**src/rtl/imem_fill.sv**
```systemverilog
// rtl/imem_fill.sv - L1 instruction cache line-fill engine over a 64-bit memory bus
// Optional next-line prefetch buffer enabled by `IMEM_FILL_PREFETCH_EN.
module imem_fill #(
  parameter int BLK_LEN = 59,
  parameter int LINE    = 256,
  parameter int BEAT    = 64
) (
  input  logic               clk,
  input  logic               rst_n,
  input  logic [BLK_LEN-1:0] b_addr_i,
  input  logic               b_rd_i,
  output logic [LINE-1:0]    b_data_i,
  output logic               b_dv_i,
  output logic [63:0]        m_addr,
  output logic               m_rd,
  input  logic [BEAT-1:0]    m_data,
  input  logic               m_ack
);

  localparam int N   = LINE / BEAT;
  localparam int KW  = $clog2(N);
  localparam int OFF = $clog2(BEAT / 8);

  typedef enum logic [2:0] {IDLE, FILL, RESP, HOLD, PF} state_t;

  state_t             state_q, state_d;
  logic [BLK_LEN-1:0] blk_q, blk_d;
  logic [KW-1:0]      k_q, k_d;
  logic [LINE-1:0]    line_q, line_d;
  logic [LINE-1:0]    data_q, data_d;
  logic [63:0]        maddr_q, maddr_d;
  logic               last;

`ifdef IMEM_FILL_PREFETCH_EN
  logic               pf_v_q, pf_v_d;
  logic [BLK_LEN-1:0] pf_blk_q, pf_blk_d;
  logic [LINE-1:0]    pf_buf_q, pf_buf_d;
`endif

  function automatic logic [63:0] beat_addr(input logic [BLK_LEN-1:0] b, input logic [KW-1:0] k);
    return 64'({b, k, {OFF{1'b0}}});
  endfunction

  assign last     = (k_q == KW'(N - 1));
  assign m_rd     = (state_q == FILL) || (state_q == PF);
  assign b_dv_i   = (state_q == RESP);
  assign m_addr   = maddr_q;
  assign b_data_i = data_q;

  always_ff @(posedge clk or negedge rst_n) begin
    if (!rst_n) begin
      state_q  <= IDLE;
      blk_q    <= '0;
      k_q      <= '0;
      line_q   <= '0;
      data_q   <= '0;
      maddr_q  <= '0;
`ifdef IMEM_FILL_PREFETCH_EN
      pf_v_q   <= 1'b0;
      pf_blk_q <= '0;
      pf_buf_q <= '0;
`endif
    end else begin
      state_q  <= state_d;
      blk_q    <= blk_d;
      k_q      <= k_d;
      line_q   <= line_d;
      data_q   <= data_d;
      maddr_q  <= maddr_d;
`ifdef IMEM_FILL_PREFETCH_EN
      pf_v_q   <= pf_v_d;
      pf_blk_q <= pf_blk_d;
      pf_buf_q <= pf_buf_d;
`endif
    end
  end

  always_comb begin
    state_d  = state_q;
    blk_d    = blk_q;
    k_d      = k_q;
    line_d   = line_q;
    data_d   = data_q;
    maddr_d  = maddr_q;
`ifdef IMEM_FILL_PREFETCH_EN
    pf_v_d   = pf_v_q;
    pf_blk_d = pf_blk_q;
    pf_buf_d = pf_buf_q;
`endif
    case (state_q)
      IDLE: begin
        if (b_rd_i) begin
`ifdef IMEM_FILL_PREFETCH_EN
          if (pf_v_q && (b_addr_i == pf_blk_q)) begin
            state_d = RESP;
            blk_d   = b_addr_i;
            data_d  = pf_buf_q;
          end else
`endif
          begin
            state_d = FILL;
            blk_d   = b_addr_i;
            k_d     = '0;
            maddr_d = beat_addr(b_addr_i, '0);
          end
        end
      end
      FILL: begin
        if (m_ack) begin
          line_d[BEAT*k_q +: BEAT] = m_data;
          k_d = k_q + 1'b1;
          // m_addr freezes on the final beat so it holds while m_rd is low
          if (last) begin
            state_d = RESP;
            data_d  = line_d;
          end else begin
            maddr_d = beat_addr(blk_q, k_q + 1'b1);
          end
        end
      end
      RESP: state_d = HOLD;
      HOLD: begin
        state_d = IDLE;
`ifdef IMEM_FILL_PREFETCH_EN
        if (blk_q != '1) begin
          state_d  = PF;
          pf_blk_d = blk_q + 1'b1;
          pf_v_d   = 1'b0;
          k_d      = '0;
          maddr_d  = beat_addr(blk_q + 1'b1, '0);
        end
`endif
      end
`ifdef IMEM_FILL_PREFETCH_EN
      PF: begin
        if (m_ack) begin
          pf_buf_d[BEAT*k_q +: BEAT] = m_data;
          k_d = k_q + 1'b1;
          // a demand for another block abandons the prefetch after this beat
          if (b_rd_i && (b_addr_i != pf_blk_q)) begin
            pf_v_d  = 1'b0;
            state_d = FILL;
            blk_d   = b_addr_i;
            k_d     = '0;
            maddr_d = beat_addr(b_addr_i, '0);
          end else if (last) begin
            if (b_rd_i) begin
              state_d = RESP;
              blk_d   = pf_blk_q;
              data_d  = pf_buf_d;
            end else begin
              state_d = IDLE;
              pf_v_d  = 1'b1;
            end
          end else begin
            maddr_d = beat_addr(pf_blk_q, k_q + 1'b1);
          end
        end
      end
`endif
      default: state_d = IDLE;
    endcase
  end

endmodule

```
**config.mk**
```make
export PLATFORM = sky130hd
export DESIGN_NAME = imem_fill
export DESIGN_NICKNAME = d
export VERILOG_FILES = /design/src/rtl/imem_fill.sv
export SDC_FILE = /design/constraint.sdc
export NUM_CORES = 1
export LEC_CHECK = 0
export ABC_AREA = 0
export CAP_MARGIN = 20
export CORE_UTILIZATION = 55
export CTS_CLUSTER_DIAMETER = 80
export DETAILED_ROUTE_END_ITERATION = 12
export PLACE_DENSITY = 0.95
export REMOVE_ABC_BUFFERS = 1
export SLEW_MARGIN = 10
export SYNTH_ARGS = -nofsm -noshare
export SYNTH_HDL_FRONTEND = slang
export SYNTH_SLANG_ARGS = --single-unit
```
**constraint.sdc**
```tcl
create_clock -name clk -period 3.9 [get_ports clk]
set_input_delay 0.78 -clock clk [delete_from_list [all_inputs] [get_ports clk]]
set_output_delay 0.78 -clock clk [all_outputs]
set_load 0.005 [all_outputs]
```
======== After elaboration in Yosys (flattened, before gate mapping) ========
Index checks and enable logic that the tools add are counted.
word-level totals
  flip-flop bits (word level) ............. 640
  input port bits ......................... 127
operators by class
  add/sub/neg operators ................... 2
  equal/unequal tests ..................... 8
  shift-type cells ........................ 2
  muxes and demuxes ....................... 12
  reduce and logical (&&, ||, !) cells .... 9
operator list
  operator                                                                   number
  256-bit bitwise mux                                                        1
  64-bit by 34-bit variable shift with 256-bit output, first input constant  1
  64-bit by 34-bit variable part select with 256-bit output                  1
  64-bit 2-to-1 mux                                                          3
  64-bit case mux with 2 select lines                                        1
  8-bit negator with 34-bit output                                           1
  3-bit 2-to-1 mux                                                           3
  3-bit case mux with 3 select lines                                         1
  3-bit AND reduction                                                        3
  2-bit inequality test, second input constant                               4
  2-bit 2-to-1 mux                                                           2
  2-bit case mux with 2 select lines                                         1
  2-bit AND reduction                                                        2
  4-bit AND reduction                                                        1
  3-bit by 1-bit equality test with 1-bit output, second input constant      1
  3-bit by 2-bit equality test with 1-bit output, second input constant      1
  3-bit equality test, second input constant                                 1
  3-bit zero test                                                            1
  2-bit by 1-bit adder with 2-bit output, second input constant              1
  2-bit equality test, second input constant                                 1
  2-bit nonzero test                                                         1
  1-bit logical OR                                                           1

======== Depth between registers and ports, before layout ========
Gate-level depths: netlist of the first run.
  depth in word-level cells ............... 4
  mapped depth ............................ 9
  gate-level depth less buffers ........... 5

======== Worst setup path before layout of the first run ========
Ideal clock, no wire load.
  path kind ............................... flip-flop to flip-flop
  from .................................... register k_q[0]
  to ...................................... register line_q[10]
  library setup time ...................... 121 ps
  arrival ................................. 1826 ps
  slack ................................... 1953 ps
  stages on the path, launching flop included .. 9
  buffers on the path ..................... 3
  period minus slack after synthesis ...... 1947 ps
  cell sequence ........................... dfrtp_1 > buf_2 > inv_1 > ha_1 > and4bb_1 > and2_1 > buf_6 > buf_6 > a22o_1
between the ends
  cells in the longest elaborated chain, start to end .. 3
  elaborated cells on any way between the ends .. 4
  classes of those cells .................. 1 x add/sub; 2 x shift; 1 x mux
ends and longest elaborated chain
  what                                                                                                                              RTL line  source
  from (decl)                                                                                                                       28        logic [KW-1:0] k_q, k_d;
  from (signal assigned)                                                                                                            66        k_q <= k_d;
  8-bit negator with 34-bit output (*)                                                                                              110       line_d[BEAT*k_q +: BEAT] = m_data;
  64-bit by 34-bit variable part select with 256-bit output or 64-bit by 34-bit variable shift with 256-bit output (tied branches)  110
  256-bit bitwise mux (*)                                                                                                           110
  to (signal assigned)                                                                                                              67        line_q <= line_d;
  to (decl)                                                                                                                         29        logic [LINE-1:0] line_q, line_d;
Mark *: on every way between the ends. The rest lies on a longest branch, timed or not.
A chain may end at the register's enable or synchronous reset.

======== Worst setup path in the final report of the first run ========
  from .................................... register k_q[0]
  to ...................................... register data_q[13], in the netlist b_data_i[13]
between the ends
  cells in the longest elaborated chain, start to end .. 3
  elaborated cells on any way between the ends .. 6
  classes of those cells .................. 1 x add/sub; 1 x eq/ne; 2 x shift; 1 x mux; 1 x reduce/logical
ends and longest elaborated chain
  what                                                                                                                              RTL line  source
  8-bit negator with 34-bit output                                                                                                  110
  64-bit by 34-bit variable part select with 256-bit output or 64-bit by 34-bit variable shift with 256-bit output (tied branches)  110
  256-bit bitwise mux                                                                                                               110
  to (signal assigned)                                                                                                              68        data_q <= data_d;
  to (decl)                                                                                                                         30        logic [LINE-1:0] data_q, data_d;
Several ways; a longest one is shown, not always the timed one.

==> impl_metrics.env, run 1 <==
export IMPL_grt_ovfl_total=0
export IMPL_grt_usage_pct=33.7
export IMPL_muxShareOfSynthArea_pct=8.54
export IMPL_ys_ff_latch=572
export IMPL_crit_required_ns=4.44
export IMPL_post_cts_buffers=0
export IMPL_setup_ws_ns=1.05
export IMPL_path_class="flop to flop"
export IMPL_wl_mm=73.8
export IMPL_ys_seq_area_share_pct=60.1
export IMPL_drv_cap=0
export IMPL_setup_viol=0
export IMPL_hold_path_class="primary input to async pin"
export IMPL_crit_path_start_kind="flop"
export IMPL_synthCells=1986
export IMPL_clock_path_buffers=3
export IMPL_maxSlewHeadroom_pct=31.5
export IMPL_synth_compound_area_share_pct=17.5
export IMPL_run_status="completed"
export IMPL_critical_path_peak_fanout=64
export IMPL_leakagePower_nw=13.4
export IMPL_fp_row_count=75
export IMPL_synthAdderAreaFrac_pct=0.472
export IMPL_cts_resized=0
export IMPL_die_h_um=210
export IMPL_cts_hold_buf=0
export IMPL_synthSimpleGateAreaFrac_pct=7.69
export IMPL_clk_latency_ns=0.62
export IMPL_cts_htree_levels=2
export IMPL_arrival_ns=3.38
export IMPL_rsz0062_at_grt="no"
export IMPL_finalNonFillerCells=2940
export IMPL_antenna_found_initial=2
export IMPL_clkSlewWorstSetupHoldPaths_ns=0.06
export IMPL_start_util_pct=56.3
export IMPL_yosysWarningCount=0
export IMPL_irDropWorstVdd_uv=668
export IMPL_post_route_drc_count=0
export IMPL_max_freq_mhz=351
export IMPL_cp_end_kind="flop"
export IMPL_power_mw=23.7
export IMPL_gp_congestion=0.846
export IMPL_grt_pass1_vias=20300
export IMPL_synth_edf_count=0
export IMPL_syn_area_um2=23800
export IMPL_dp_hpwl_mm=45.2
export IMPL_synth_xor_area_share_pct=0
export IMPL_avgSynthCellArea_um2=12.0
export IMPL_nets=2452
export IMPL_fillers=2563
export IMPL_synthFlopType="dfrtp_1"
export IMPL_drv_slew=0
export IMPL_via_count=19000
export IMPL_synth_area_leader_cell="dfrtp_1"
export IMPL_grt_first_pass_wirelength_mm=115
export IMPL_port_buffers=445
export IMPL_area_growth_pct=27.0
export IMPL_synth_top_family_by_area="compound AO/OA/AOI/OAI gates"
export IMPL_cts_tree="built"
export IMPL_root_buffer="clkbuf_16"
export IMPL_synthArstFlopShare_pct=100
export IMPL_wl_per_cell_um=25.1
export IMPL_synth_top_area_share_pct=60.1
export IMPL_layout_min_cycle_time_ns=2.85
export IMPL_top_level_ports=449
export IMPL_pre_cts_ws_ns=0.691
export IMPL_ys_top_cells_by_area="dfrtp_1, mux2_2, a22o_1"
export IMPL_first_iter_violations=2094
export IMPL_place_inst=2836
export IMPL_synth_commonest_cells="dfrtp_1, nor2_1, a22o_1, mux2_2, a21oi_1"
export IMPL_power_density_nw_per_um2=782
export IMPL_ant_nets=0
export IMPL_drive_gt1_share_pct=14.5
export IMPL_avgViaCountPerCell=6.47
export IMPL_post_route_period_util_pct=73.0
export IMPL_synth_cell_type_count=42
export IMPL_clock_sinks=572
export IMPL_timing_hold_ws_ns=0.133
export IMPL_fp_coreArea_um2=42300
export IMPL_hold_viol=0
export IMPL_drt_pre_antenna_iters=7
export IMPL_dieArea_um2=44200
export IMPL_die_x_um=210
export IMPL_seq_area_um2=14300
export IMPL_grt_max_degree=105
export IMPL_worstMarginPinSlew_ns=1.03
export IMPL_cts_made_buffers=55
export IMPL_skew_ns=0.0253
export IMPL_synth_most_common_cell="dfrtp_1"
export IMPL_multi_input_area_um2=8240
## placed cells by master, fill, tap and decap left out, types with 33 or more instances in the layout
master           count
o21ai_0             33
mux2_2             179
a22o_1             220
dfrtp_1            572
a221oi_1            86
nand3_1             44
clkdlybuf4s50_1    444
a21oi_1            154
nand2_1             41
nor2_1             260
clkbuf_16           56
## final timing paths
kind,start,to,slack [ns],cells past startpoint
worst min-delay path,rst_n,m_addr[14],0.13,1
worst max register to register,k_q[0],b_data_i[13],1.05,6
worst max-delay path,k_q[0],b_data_i[13],1.05,6
max in group asynchronous,rst_n,line_q[42],2.70,3
min in group clk,line_q[73],line_q[73],0.48,2
worst min register to register,line_q[73],line_q[73],0.48,2
## metal layers
layer	part of all wire, %	GRT usage [%]	vias up
li1	-	-	7812
met1	35	39.9	9438
met2	48	55.4	1462
met3	12	10.4	311
met4	5.1	17.7	0
met5	0	0	-
## registers in the layout (all words and copies together) (netlist names)
signal and count:
b_data_i 256, line_q 192, m_addr 61, blk_q 59
k_q 2, state_q 2
## stage by stage
step	TNS [ns]	util [%]	instance area [um2]
3_5_place_dp	0	67.0	28400
5_1_grt	0	71.5	30300
3_3_place_gp	0	67.0	28400
4_1_cts	0	71.5	30300
6_report	0	71.5	30300
2_1_floorplan	-1115.99	-	22600
## worst max-delay path, cell delays in order, from the launching register on
cell and delay [ns]:
dfrtp_1 0.60, inv_1 0.16, ha_1 0.43, and4bb_4 0.34
buf_4 0.73, a221oi_1 0.30, nor2_1 0.18
## cell families after synthesis
kind of cell | count (synthesis)
buf+inv | 248
flops | 572
compound gates | 562
fa+ha+maj | 9
simple gates | 413
other cells | 1
mux | 181
## power breakdown
part	internal (mW)	leakage [nW]	switching, mW	total, mW
Sequential	8.10	7.48	1.50	9.61
Combinational	4.63	4.94	3.85	8.48
Clock	3.24	0.934	2.33	5.57
## layout make-up
class | count | share of cell area [%]
tap | 577 | 2.38
sequential | 572 | 47.3
clock buffer | 75 | 5.23
antenna | 3 | 0.0248
multi-input combinational | 1168 | 27.2
clock inverter | 26 | 1.02
timing repair buffer | 492 | 16.5
inverter | 27 | 0.335
No activity file was read; power rests on OpenSTA's default activity.
==> inputs of run 2 (changes only) <==
- CORE_UTILIZATION: 55 -> 52
- PLACE_DENSITY: 0.95 -> 0.91
- clock period: 3.9 -> 2.87 ns (I/O delays scaled with it)
==> run 2 against run 1 <==
Die area grew 5.7%. Largest cell class unchanged. Via count shrank 0.78%. Largest power group unchanged. Clock power grew 42%. Flip-flop and latch count is the same.
==> impl_metrics.env, run 2 (synthesis gave the netlist of run 1 again) <==
export IMPL_drv_cap=0
export IMPL_crit_path_start_kind="flop"
export IMPL_nets=2468
export IMPL_fp_coreArea_um2=45300
export IMPL_cpLargestDelayFamily="buffers and inverters"
export IMPL_crit_required_ns=2.30
export IMPL_gp_congestion=0.842
export IMPL_layout_commonest_cell="dfrtp_1"
export IMPL_post_route_drc_count=0
export IMPL_layout_min_cycle_time_ns=2.68
export IMPL_via_count=18900
export IMPL_power_frac_clock_pct=24.3
export IMPL_clk_latency_ns=0.63
export IMPL_maxSlewHeadroom_pct=40.4
export IMPL_die_h_um=216
export IMPL_mostFrequentLayoutCells="dfrtp_1, clkdlybuf4s50_1, nor2_1"
export IMPL_drt_pre_antenna_iters=8
export IMPL_worstMarginPinSlew_ns=0.892
export IMPL_fp_row_count=78
export IMPL_grt_max_degree=83
export IMPL_skew_ns=0.0192
export IMPL_power_frac_comb_pct=35.7
export IMPL_hold_viol=0
export IMPL_seqPwrFrac_pct=40.0
export IMPL_min_delay_start="line_q[85]"
export IMPL_drive_gt1_share_pct=15.2
export IMPL_net_switching_power_mw=10.6
export IMPL_power_mw=32.6
export IMPL_intPower_mw=22.1
export IMPL_cts_htree_levels=2
export IMPL_reg2reg_depth=6
export IMPL_largest_register_ffs=256
export IMPL_clkSlewWorstSetupHoldPaths_ns=0.06
export IMPL_cts_resized=0
export IMPL_dieArea_um2=46700
export IMPL_reg2reg_slack_ns=0.38
export IMPL_cts_tree="built"
export IMPL_critPathBufInv=2
export IMPL_rsz0062_at_grt="no"
export IMPL_clock_path_buffers=3
export IMPL_grt_first_pass_wirelength_mm=115
export IMPL_leakagePower_nw=13.5
export IMPL_avgViaCountPerCell=6.34
export IMPL_setup_viol=0
export IMPL_max_stage_delay_ns=0.58
export IMPL_hold_path_class="flop to flop"
export IMPL_first_iter_violations=2168
export IMPL_max_freq_mhz=374
export IMPL_wl_per_cell_um=25.0
export IMPL_path_class="flop to primary output"
export IMPL_swShare_pct=32.3
export IMPL_cp_end_kind="primary output"
export IMPL_power_density_nw_per_um2=1070
export IMPL_holdPathStages=2
export IMPL_crit_slowest_cell="clkdlybuf4s50_1"
export IMPL_r2r_end="line_q[48]"
export IMPL_area_growth_pct=28.6
export IMPL_critical_path_peak_fanout=17
export IMPL_die_x_um=216
export IMPL_ant_nets=0
export IMPL_design_area_um2=30600
export IMPL_fin_tns_setup_ns=0
export IMPL_start_util_pct=52.6
export IMPL_wl_mm=74.5
export IMPL_place_area_um2=28600
export IMPL_antenna_found_initial=1
export IMPL_grt_ovfl_total=0
export IMPL_whs_endpoint="line_q[85]"
export IMPL_drv_slew=0
export IMPL_top_level_ports=449
export IMPL_port_buffers=445
export IMPL_r2r_start="k_q[1]"
export IMPL_grt_pass1_vias=19700
export IMPL_final_util_pct=67.7
export IMPL_root_buffer="clkbuf_16"
export IMPL_grt_usage_pct=31.7
export IMPL_path_cells="inv_1, ha_4, clkdlybuf4s50_1"
export IMPL_cts_made_buffers=58
export IMPL_clock_sinks=572
export IMPL_dp_hpwl_mm=45.5
export IMPL_run_status="completed"
export IMPL_arrival_ns=2.10
export IMPL_post_route_period_util_pct=93.2
export IMPL_irDropWorstVdd_uv=741
run 2: cell types whose count changed in the layout (fill, tap and decap cells not counted), moves of 2 or more:
cell | previous run | this run
buf_12 | 15 | 23
clkbuf_8 | 11 | 15
buf_4 | 32 | 35
clkbuf_16 | 56 | 58
clkinv_2 | 13 | 11
diode_2 | 3 | 1
run 2: through the flow:
stage / setup WS [ns] / cells / hold slack [ns]
6_report: 0.194 / 2979 / 0.483
5_1_grt: 0.0830 / 2979 / 0.510
4_1_cts: 0.00188 / 2977 / 0.486
3_5_place_dp: 0.343 / 2870 / 0.473
3_3_place_gp: 0.409 / 2870 / 0.462
2_1_floorplan: -5.08 / 1767 / 0.278
run 2: worst register-to-register path, stage by stage, from the launching register on:
cell	delay, ns
dfrtp_1	0.41
inv_1	0.14
ha_1	0.41
and4bb_4	0.62
and2_2	0.28
buf_4	0.32
a22o_1	0.24
run 2: per-layer routing:
layer / track usage, % / vias to the layer above / part of all wire [%]
met3: 8.67 / 216 / 11
met2: 51.9 / 1341 / 49
li1: - / 7812 / -
met4: 13.8 / 0 / 4.1
met5: 0 / - / 0
met1: 39.5 / 9506 / 37
run 2: final cells by class:
cell class / count / area, um2
tap: 600 / 751
inverter: 27 / 101
multi-input combinational: 1168 / 8240
clock buffer: 80 / 1680
clock inverter: 26 / 343
fill: 3038 / 14600
antenna: 1 / 2.50
sequential: 572 / 14300
timing repair buffer: 505 / 5210
run 2: how the worst max path moves through the flow:
stage,startpoint,to,slack [ns],cells past startpoint
floorplan,state_q[1],b_data_i[0],-5.08,5
CTS,state_q[1],m_rd,0.002,3
finish,state_q[1],m_rd,0.19,3
detailed placement,m_ack,line_q[175],0.34,5
global placement,m_ack,line_q[168],0.41,5
global route,state_q[1],m_rd,0.08,3
run 2: what timing repair did:
action | in CTS | in global routing
hold buffers | 1 | 0
hold endpoints to repair | 50 | 0
buffers inserted | 0 | 1
setup endpoints to repair | 0 | 1
run 2: power by group through the flow:
| stage | sequential, mW | combinational [mW] | clock [mW] |
|---|---|---|---|
| 2_1_floorplan | 12.6 | 4.92 | 0 |
| 3_3_place_gp | 12.8 | 11.0 | 0 |
| 3_5_place_dp | 13.0 | 11.5 | 0 |
| 4_1_cts | 13.0 | 11.6 | 8.02 |
| 5_1_grt | 13.3 | 12.4 | 8.35 |
| 6_report | 13.0 | 11.7 | 7.93 |
